File: src/rtl/fir_tap_feeder.sv
// fir_tap_feeder: 4-deep sample delay line, double-buffered coefficient bank and paced MAC enable strobe.
// Optional feature macro: FIR_FEEDER_PRIME_EN (suppress enable until the delay line holds 4 real samples).
module fir_tap_feeder #(
  parameter int DATA_W      = 8,
  parameter int HOLD_CYCLES = 3
) (
  input  logic              clk,
  input  logic              rst_n,
  input  logic [DATA_W-1:0] s_data,
  input  logic              s_valid,
  output logic              s_ready,
  input  logic              coef_we,
  input  logic [1:0]        coef_addr,
  input  logic [DATA_W-1:0] coef_data,
  output logic [DATA_W-1:0] x0,
  output logic [DATA_W-1:0] x1,
  output logic [DATA_W-1:0] x2,
  output logic [DATA_W-1:0] x3,
  output logic [DATA_W-1:0] a0,
  output logic [DATA_W-1:0] a1,
  output logic [DATA_W-1:0] a2,
  output logic [DATA_W-1:0] a3,
  output logic              enable
);
  typedef enum logic [1:0] {IDLE, ISSUE, HOLD} state_t;
  state_t            state, nxt;
  logic [3:0]        hold_cnt;
  logic [DATA_W-1:0] shadow [4];
  logic              accept, gate;
  assign accept = s_valid & s_ready;
`ifdef FIR_FEEDER_PRIME_EN
  logic [2:0] prime_cnt;
  // count accepted samples, saturating once the delay line is full of real data
  always_ff @(posedge clk or negedge rst_n)
    if (!rst_n) prime_cnt <= '0;
    else if (accept && prime_cnt != 3'd4) prime_cnt <= prime_cnt + 3'd1;
  assign gate = prime_cnt >= 3'd3;
`else
  assign gate = 1'b1;
`endif
  // next-state: one ISSUE cycle after each accept, then HOLD until the counter drains
  always_comb begin
    nxt = state;
    nxt = state == IDLE  ? (accept ? ISSUE : IDLE) :
          state == ISSUE ? HOLD :
          (hold_cnt == 4'd0 ? IDLE : HOLD);
  end
  // state register, hold counter and registered handshake/strobe outputs
  always_ff @(posedge clk or negedge rst_n)
    if (!rst_n) begin
      state    <= IDLE;
      hold_cnt <= '0;
      s_ready  <= 1'b0;
      enable   <= 1'b0;
    end else begin
      state    <= nxt;
      hold_cnt <= state == ISSUE ? 4'(HOLD_CYCLES - 1) :
                  (state == HOLD && hold_cnt != 4'd0) ? hold_cnt - 4'd1 : hold_cnt;
      s_ready  <= nxt == IDLE;
      enable   <= accept & gate;
    end
  // shadow bank is written at any time; only an accept copies it to the active bank
  always_ff @(posedge clk or negedge rst_n)
    if (!rst_n) begin
      for (int i = 0; i < 4; i++) shadow[i] <= '0;
    end else if (coef_we) begin
      shadow[coef_addr] <= coef_data;
    end
  // taps shift and active coefficients reload only on an accept edge
  always_ff @(posedge clk or negedge rst_n)
    if (!rst_n) begin
      {x0, x1, x2, x3} <= '0;
      {a0, a1, a2, a3} <= '0;
    end else if (accept) begin
      {x0, x1, x2, x3} <= {s_data, x0, x1, x2};
      {a0, a1, a2, a3} <= {shadow[0], shadow[1], shadow[2], shadow[3]};
    end
endmodule

File: config.mk
export PLATFORM = sky130hd
export DESIGN_NAME = fir_tap_feeder
export DESIGN_NICKNAME = d
export VERILOG_FILES = /design/src/rtl/fir_tap_feeder.sv
export SDC_FILE = /design/constraint.sdc
export NUM_CORES = 1
export LEC_CHECK = 0
export CAP_MARGIN = 40
export CORE_ASPECT_RATIO = 0.7
export CORE_MARGIN = 2
export CORE_UTILIZATION = 45
export DETAILED_ROUTE_END_ITERATION = 6
export DONT_BUFFER_PORTS = 1
export GPL_ROUTABILITY_DRIVEN = 1
export SETUP_SLACK_MARGIN = 0.15
export SLEW_MARGIN = 20
export SYNTH_ARGS = -nofsm -noshare
export SYNTH_HDL_FRONTEND = slang
export SYNTH_SLANG_ARGS = --single-unit
File: constraint.sdc
create_clock -name clk -period 1.69 [get_ports clk]
set_input_delay 0.169 -clock clk [delete_from_list [all_inputs] [get_ports clk]]
set_output_delay 0.169 -clock clk [all_outputs]
set_load 0.1 [all_outputs]
======== Word-level counts from Yosys, hierarchy flattened ========
Index checks and enable logic that the tools add are counted.
storage, ports and cells
  bits in registers ....................... 104
  input bits .............................. 22
  output and inout port bits .............. 66
operators by class
  add/subtract/negate cells ............... 1
  $lt $le $gt $ge ......................... 2
  equality and inequality tests ........... 2
  muxes and demuxes ....................... 9
  bitwise gates (word level) .............. 2
  reduce and logical (&&, ||, !) cells .... 7
operators with widths
  cell                                                                           count
  32-bit bitwise mux                                                             1
  8-bit demux with 2-bit select                                                  1
  4-bit two-way mux                                                              2
  8-bit two-way mux                                                              1
  2-bit two-way mux                                                              3
  2-bit logical NOT                                                              2
  4-bit logical NOT                                                              1
  4-bit nonzero test                                                             1
  4-bit by 1-bit subtractor with 4-bit output (second input constant)            1
  3-bit greater-or-equal comparator (second input constant)                      1
  3-bit by 1-bit less-than comparator with 1-bit output (second input constant)  1
  2-bit NOT with 3-bit output                                                    1
  2-bit by 1-bit == test with 1-bit output (second input constant)               1
  2-bit == test (second input constant)                                          1
  1-bit logical AND                                                              2
  2-bit nonzero test                                                             1
  1-bit bitwise AND                                                              1
  1-bit two-way mux                                                              1

======== Logic depth before layout (Yosys ltp) ========
  word-level depth ........................ 6
  gate-level depth with buffers ........... 5
  depth with buffers taken out ............ 5

======== Worst setup path before layout ========
OpenSTA, ideal clock, no wires.
  path kind ............................... register to register
  from .................................... reg s_ready
  to ...................................... reg x0[0]
  setup time .............................. 0.126 ns
  arrival time ............................ 1.872 ns
  required time ........................... 1.564 ns
  path slack .............................. -0.308 ns
  cell stages (with the launch flop) ...... 6
  path buffers ............................ 2
  path through ............................ dfrtp_1 -> nand2_1 -> inv_1 -> buf_2 -> buf_4 -> mux2_2
on the way
  longest elaborated chain between the ends .. 1
ends and longest elaborated chain
  what                      RTL line  source
  start: declaration        11        output logic s_ready,
  start signal: assignment  53        s_ready <= 1'b0;
  start signal: assignment  59        s_ready <= nxt == IDLE;
  1-bit bitwise AND         30        assign accept = s_valid & s_ready;
  named net accept          29        logic accept, gate;
  end signal: assignment    75        {x0, x1, x2, x3} <= {s_data, x0, x1, x2};
  end: declaration          15        output logic [DATA_W-1:0] x0,
The timed path passes the listed nets, and every way through them passes these cells.
A chain may end at the register's enable or synchronous reset.

======== Worst setup path after layout ========
  from .................................... reg hold_cnt[0]
  to ...................................... reg hold_cnt[1]
on the way
  longest elaborated chain between the ends .. 3
  elaborated cells on any way between the ends .. 6
  classes of those cells .................. add/sub (1); mux (2); reduce/logical (3)
ends and longest elaborated chain
  what                                                                                      RTL line  source
  start: declaration                                                                        27        logic [3:0] hold_cnt;
  start signal: assignment                                                                  57        hold_cnt <= state == ISSUE ? 4'(HOLD_CYCLES - 1) :
  4-bit by 1-bit subtractor with 4-bit output / 4-bit nonzero test (equally long branches)  58        (state == HOLD && hold_cnt != 4'd0) ? hold_cnt - 4'd1 : hold_cnt;
  4-bit two-way mux / 1-bit logical AND (equally long branches)                             58
  4-bit two-way mux / 2-bit nonzero test (equally long branches)                            --
Parallel ways exist; a longest one is shown, timed or not. The select of a mux whose other input is x is not followed.

==> report_table.html <==
<table>
<tr><th>Metric</th><th>Value</th></tr>
<tr><th colspan="2">Final layout</th></tr>
<tr><td>Final cell count without fillers</td><td>458</td></tr>
<tr><td>Antenna cell count</td><td>0</td></tr>
<tr><td>Area Overhead vs Synth</td><td>27.6%</td></tr>
<tr><td>Filler cell count in the final layout</td><td>696</td></tr>
<tr><td>Count of nets after finishing</td><td>356</td></tr>
<tr><td>Fraction of final layout cells with drive strength greater than 1</td><td>0.556</td></tr>
<tr><th colspan="2">Critical path</th></tr>
<tr><td>Capturing element of the worst setup path</td><td>hold_cnt[1]</td></tr>
<tr><td>Start of the worst register-to-register path</td><td>hold_cnt[0]</td></tr>
<tr><td>Count of cells along the worst register-to-register path</td><td>5</td></tr>
<tr><td>Required @ worst endpoint</td><td>1.97 ns</td></tr>
<tr><td>Flop-to-flop setup slack</td><td>0.21 ns</td></tr>
<tr><td>Top fanout value on the critical path</td><td>4</td></tr>
<tr><td>Arrival time worst endpoint</td><td>1.76 ns</td></tr>
<tr><td>Crit. Startpoint</td><td>hold_cnt[0]</td></tr>
<tr><td>Type of the setup path with the least slack</td><td>flip-flop to flip-flop</td></tr>
<tr><td>Critical path startpoint category</td><td>flip-flop</td></tr>
<tr><td>Type of destination of the critical path</td><td>flip-flop</td></tr>
<tr><td>Critical register-to-register path endpoint</td><td>hold_cnt[1]</td></tr>
<tr><th colspan="2">Place</th></tr>
<tr><td>Number of instances in the placed design</td><td>426</td></tr>
<tr><td>Buffers on Ports</td><td>0</td></tr>
<tr><td>Routability cong.</td><td>0.719</td></tr>
<tr><td>Detailed placer's ending HPWL</td><td>4.86 mm</td></tr>
<tr><th colspan="2">Timing</th></tr>
<tr><td>Maximum achievable frequency</td><td>674 MHz</td></tr>
<tr><td>Final hold slack</td><td>-0.479 ns</td></tr>
<tr><td>Slew margin rel.</td><td>0.620</td></tr>
<tr><td>Transition time at the pin with the least slew margin</td><td>0.569 ns</td></tr>
<tr><td>Share of the clock period used by the worst path after layout</td><td>0.878</td></tr>
<tr><td>Final number of setup-violating endpoints</td><td>0</td></tr>
<tr><td>Unrepaired setup endpoints after global routing</td><td>false</td></tr>
<tr><td>Final hold viol count</td><td>104</td></tr>
<tr><td>Post-Route Setup TNS</td><td>0 ns</td></tr>
<tr><td>Tmin final</td><td>1.48 ns</td></tr>
<tr><td>Final slew viol count</td><td>0</td></tr>
<tr><td>Worst clock skew</td><td>0.00956 ns</td></tr>
<tr><th colspan="2">Floorplanning</th></tr>
<tr><td>Starting Density</td><td>0.466</td></tr>
<tr><td>Placeable core area</td><td>8510 um2</td></tr>
<tr><td>Site row count</td><td>28</td></tr>
<tr><td>Top-level I/O count</td><td>88</td></tr>
<tr><td>Die Y-Extent</td><td>82.6 um</td></tr>
<tr><td>Die footprint</td><td>9600 um2</td></tr>
<tr><td>Die width</td><td>116 um</td></tr>
<tr><th colspan="2">Route</th></tr>
<tr><td>Length of routed wiring on met1</td><td>3.40 mm</td></tr>
<tr><td>Total length of routed met3 wires</td><td>357 um</td></tr>
<tr><td>Remaining number of nets flagged by the antenna check after routing</td><td>0</td></tr>
<tr><td>Drt wl/cell</td><td>16.0 um</td></tr>
<tr><td>Total DRC errors in the routed layout</td><td>0</td></tr>
<tr><td>Initial DRC count</td><td>162</td></tr>
<tr><td>Post-detailed-route via-to-cell ratio</td><td>5.00</td></tr>
<tr><td>Met2 Routed Length</td><td>3.45 mm</td></tr>
<tr><td>First-pass iteration count of the detailed router</td><td>4</td></tr>
<tr><td>Highest metal layer used by the detailed router</td><td>met4</td></tr>
<tr><td>Total wire length</td><td>7.32 mm</td></tr>
<tr><td>Total number of vias</td><td>2291</td></tr>
<tr><th colspan="2">Clock tree</th></tr>
<tr><td>Total clock buffers created by CTS</td><td>9</td></tr>
<tr><td>Number of sinks on the clock net</td><td>104</td></tr>
<tr><td>Clk Latency, worst-skew pair</td><td>0.34 ns</td></tr>
<tr><td>Maximum number of buffers from clock root to sink</td><td>2</td></tr>
<tr><td>Master cell of the clock root buffer</td><td>clkbuf_16</td></tr>
<tr><td>Hold_buf cts</td><td>16</td></tr>
<tr><td>Clock-pin slew reported for the worst setup and hold paths after clock tree synthesis</td><td>0.07 ns</td></tr>
<tr><td>Post-CTS repair timing setup buffer count</td><td>0</td></tr>
<tr><td>CTS HTree Levels</td><td>3</td></tr>
<tr><td>Clock tree from TritonCTS</td><td>done</td></tr>
<tr><th colspan="2">Synth</th></tr>
<tr><td>Fraction of the mapped netlist area in compound gates</td><td>0.0189</td></tr>
<tr><td>Syn Inst Count</td><td>245</td></tr>
<tr><td>Dominant combinational cell family by area after synthesis</td><td>multiplexers</td></tr>
<tr><td>Multiplexer share of the synthesized area</td><td>0.272</td></tr>
<tr><td>Basic-gate share of the synthesized area counting and, or, nand and nor cells</td><td>0.0334</td></tr>
<tr><td>Cell area after synthesis</td><td>3970 um2</td></tr>
<tr><td>Nets in the synthesized netlist</td><td>268</td></tr>
<tr><td>Proportion of synthesized chip area in sequential cells</td><td>0.656</td></tr>
<tr><td>Post-Syn Area per Cell</td><td>16.2 um2</td></tr>
<tr><td>Netlist cell types</td><td>27</td></tr>
<tr><td>Adder-cell area share of the yosys netlist</td><td>0.00315</td></tr>
<tr><td>Number of storage elements in the synthesis netlist</td><td>104</td></tr>
<tr><td>Yosys synthesis warning count</td><td>0</td></tr>
<tr><td>Area share of xor/xnor cells in the synthesized design</td><td>0</td></tr>
<tr><th colspan="2">Flow run</th></tr>
<tr><td>Number of maximum-capacitance constraint violations</td><td>0</td></tr>
<tr><th colspan="2">Global routing</th></tr>
<tr><td>Wire length of the first global-routing pass</td><td>11.7 mm</td></tr>
<tr><td>Initial antenna violation count</td><td>0</td></tr>
<tr><td>Number of global-route vias before repair</td><td>2212</td></tr>
<tr><td>Largest net degree at the start of global routing</td><td>105</td></tr>
<tr><td>Total overflow reported by the global router</td><td>0</td></tr>
<tr><td>GRT Resource Usage Total</td><td>0.164</td></tr>
<tr><th colspan="2">Status</th></tr>
<tr><td>Failing checks</td><td>negative hold slack</td></tr>
<tr><td>Status</td><td>finished, violations left</td></tr>
<tr><th colspan="2">Hold path</th></tr>
<tr><td>HP Class</td><td>input port to async pin</td></tr>
</table>
-- Yosys cell counts --
| library cell | number | area [um2] |
|---|---|---|
| buf_4 | 2 | 15.0 |
| dfrtp_1 | 104 | 2600 |
| nor3_1 | 1 | 5.00 |
| nand2b_1 | 2 | 12.5 |
| or3_1 | 1 | 6.26 |
| ha_1 | 1 | 12.5 |
| or3b_1 | 1 | 8.76 |
| inv_1 | 5 | 18.8 |
| nand3b_2 | 2 | 22.5 |
| nand3_2 | 1 | 10.0 |
| o21ai_0 | 2 | 10.0 |
| clkbuf_1 | 2 | 7.51 |
| nand2_1 | 3 | 11.3 |
| nor3b_4 | 1 | 18.8 |
| mux2_2 | 96 | 1080 |
| a31oi_1 | 2 | 12.5 |
| nor2b_1 | 2 | 12.5 |
| a21oi_1 | 1 | 5.00 |
| nor2_1 | 3 | 11.3 |
| nand4_1 | 1 | 6.26 |
| nor3b_1 | 1 | 7.51 |
| o211ai_1 | 2 | 15.0 |
| a22o_1 | 1 | 8.76 |
| o22ai_1 | 1 | 6.26 |
| buf_2 | 5 | 25.0 |
| o22a_1 | 1 | 8.76 |
| o31a_1 | 1 | 8.76 |
-- critical path: stages (launching register included) --
cell	delay [ns]
dfrtp_1	0.41
inv_2	0.08
ha_2	0.20
or3b_1	0.38
a31oi_1	0.20
o22a_1	0.15
-- metal layers --
metal  vias up  track usage
li1       1058            -
met1      1183        0.221
met2        42        0.248
met3         8       0.0584
met4         0       0.0571
met5         -            0
-- through the flow --
| step | util | setup slack (ns) | instance area [um2] | hold slack, ns |
|---|---|---|---|---|
| 6_report | 0.595 | 0.207 | 5060 | -0.479 |
| 5_1_grt | 0.595 | 0.167 | 5060 | -0.498 |
| 4_1_cts | 0.595 | 0.181 | 5060 | -0.492 |
| 3_5_place_dp | 0.541 | 0.126 | 4600 | -0.124 |
| 3_3_place_gp | 0.541 | 0.308 | 4600 | -0.124 |
| 2_1_floorplan | - | 0.186 | 3990 | -0.127 |
-- registers in the layout (all words and copies together), names as in the netlist --
name	flops
a0	8
a1	8
a2	8
a3	8
enable	1
hold_cnt	4
s_ready	1
shadow	32
state	2
x0	8
x1	8
x2	8
x3	8
-- worst min-delay path by stage --
stage | start | endpoint | slack [ns] | cells after the start
global route | rst_n | x1[1] | -0.50 | 0
global placement | rst_n | x0[6] | -0.12 | 0
detailed placement | rst_n | x0[6] | -0.12 | 0
finish | rst_n | x0[0] | -0.48 | 0
floorplan | rst_n | a0[0] | -0.13 | 0
CTS | rst_n | x0[0] | -0.49 | 0
-- final cells by class --
| cell class | count | area, um2 | area share |
|---|---|---|---|
| Clock buffer | 13 | 250 | 0.0494 |
| Clock inverter | 3 | 42.5 | 0.00840 |
| Inverter | 5 | 18.8 | 0.00371 |
| Multi-Input combinational cell | 127 | 1310 | 0.259 |
| Sequential cell | 104 | 2610 | 0.515 |
| Tap cell | 120 | 150 | 0.0296 |
| Timing Repair Buffer | 86 | 686 | 0.135 |
-- logic make-up after synthesis --
group | after synthesis
mux | 96
simple gates | 19
fa+ha+maj | 1
flops | 104
buf+inv | 14
compound gates | 11
-- cells in the final DEF, fill, tap and decap left out, types with 2 or more instances in the layout --
master	Yosys	final
dfrtp_1	104	103
mux2_2	96	96
buf_4	2	70
dlygate4sd3_1	0	16
clkbuf_16	0	9
inv_1	5	4
nor2_1	3	3
clkbuf_1	2	3
nand3b_2	2	2
nor2b_1	2	2
a31oi_1	2	2
o211ai_1	2	2
o21ai_0	2	2
nand2_1	3	2
nand2b_1	2	2
-- what timing repair did --
item                                    in CTS  in global routing
endpoints found under the hold margin      144                104
gates resized for setup                      1                  2
endpoints found under the setup margin       1                  1
Power is left out: the tool's default activity adds up to more than one toggle a clock period on the data nets, which glitch-free logic cannot reach.
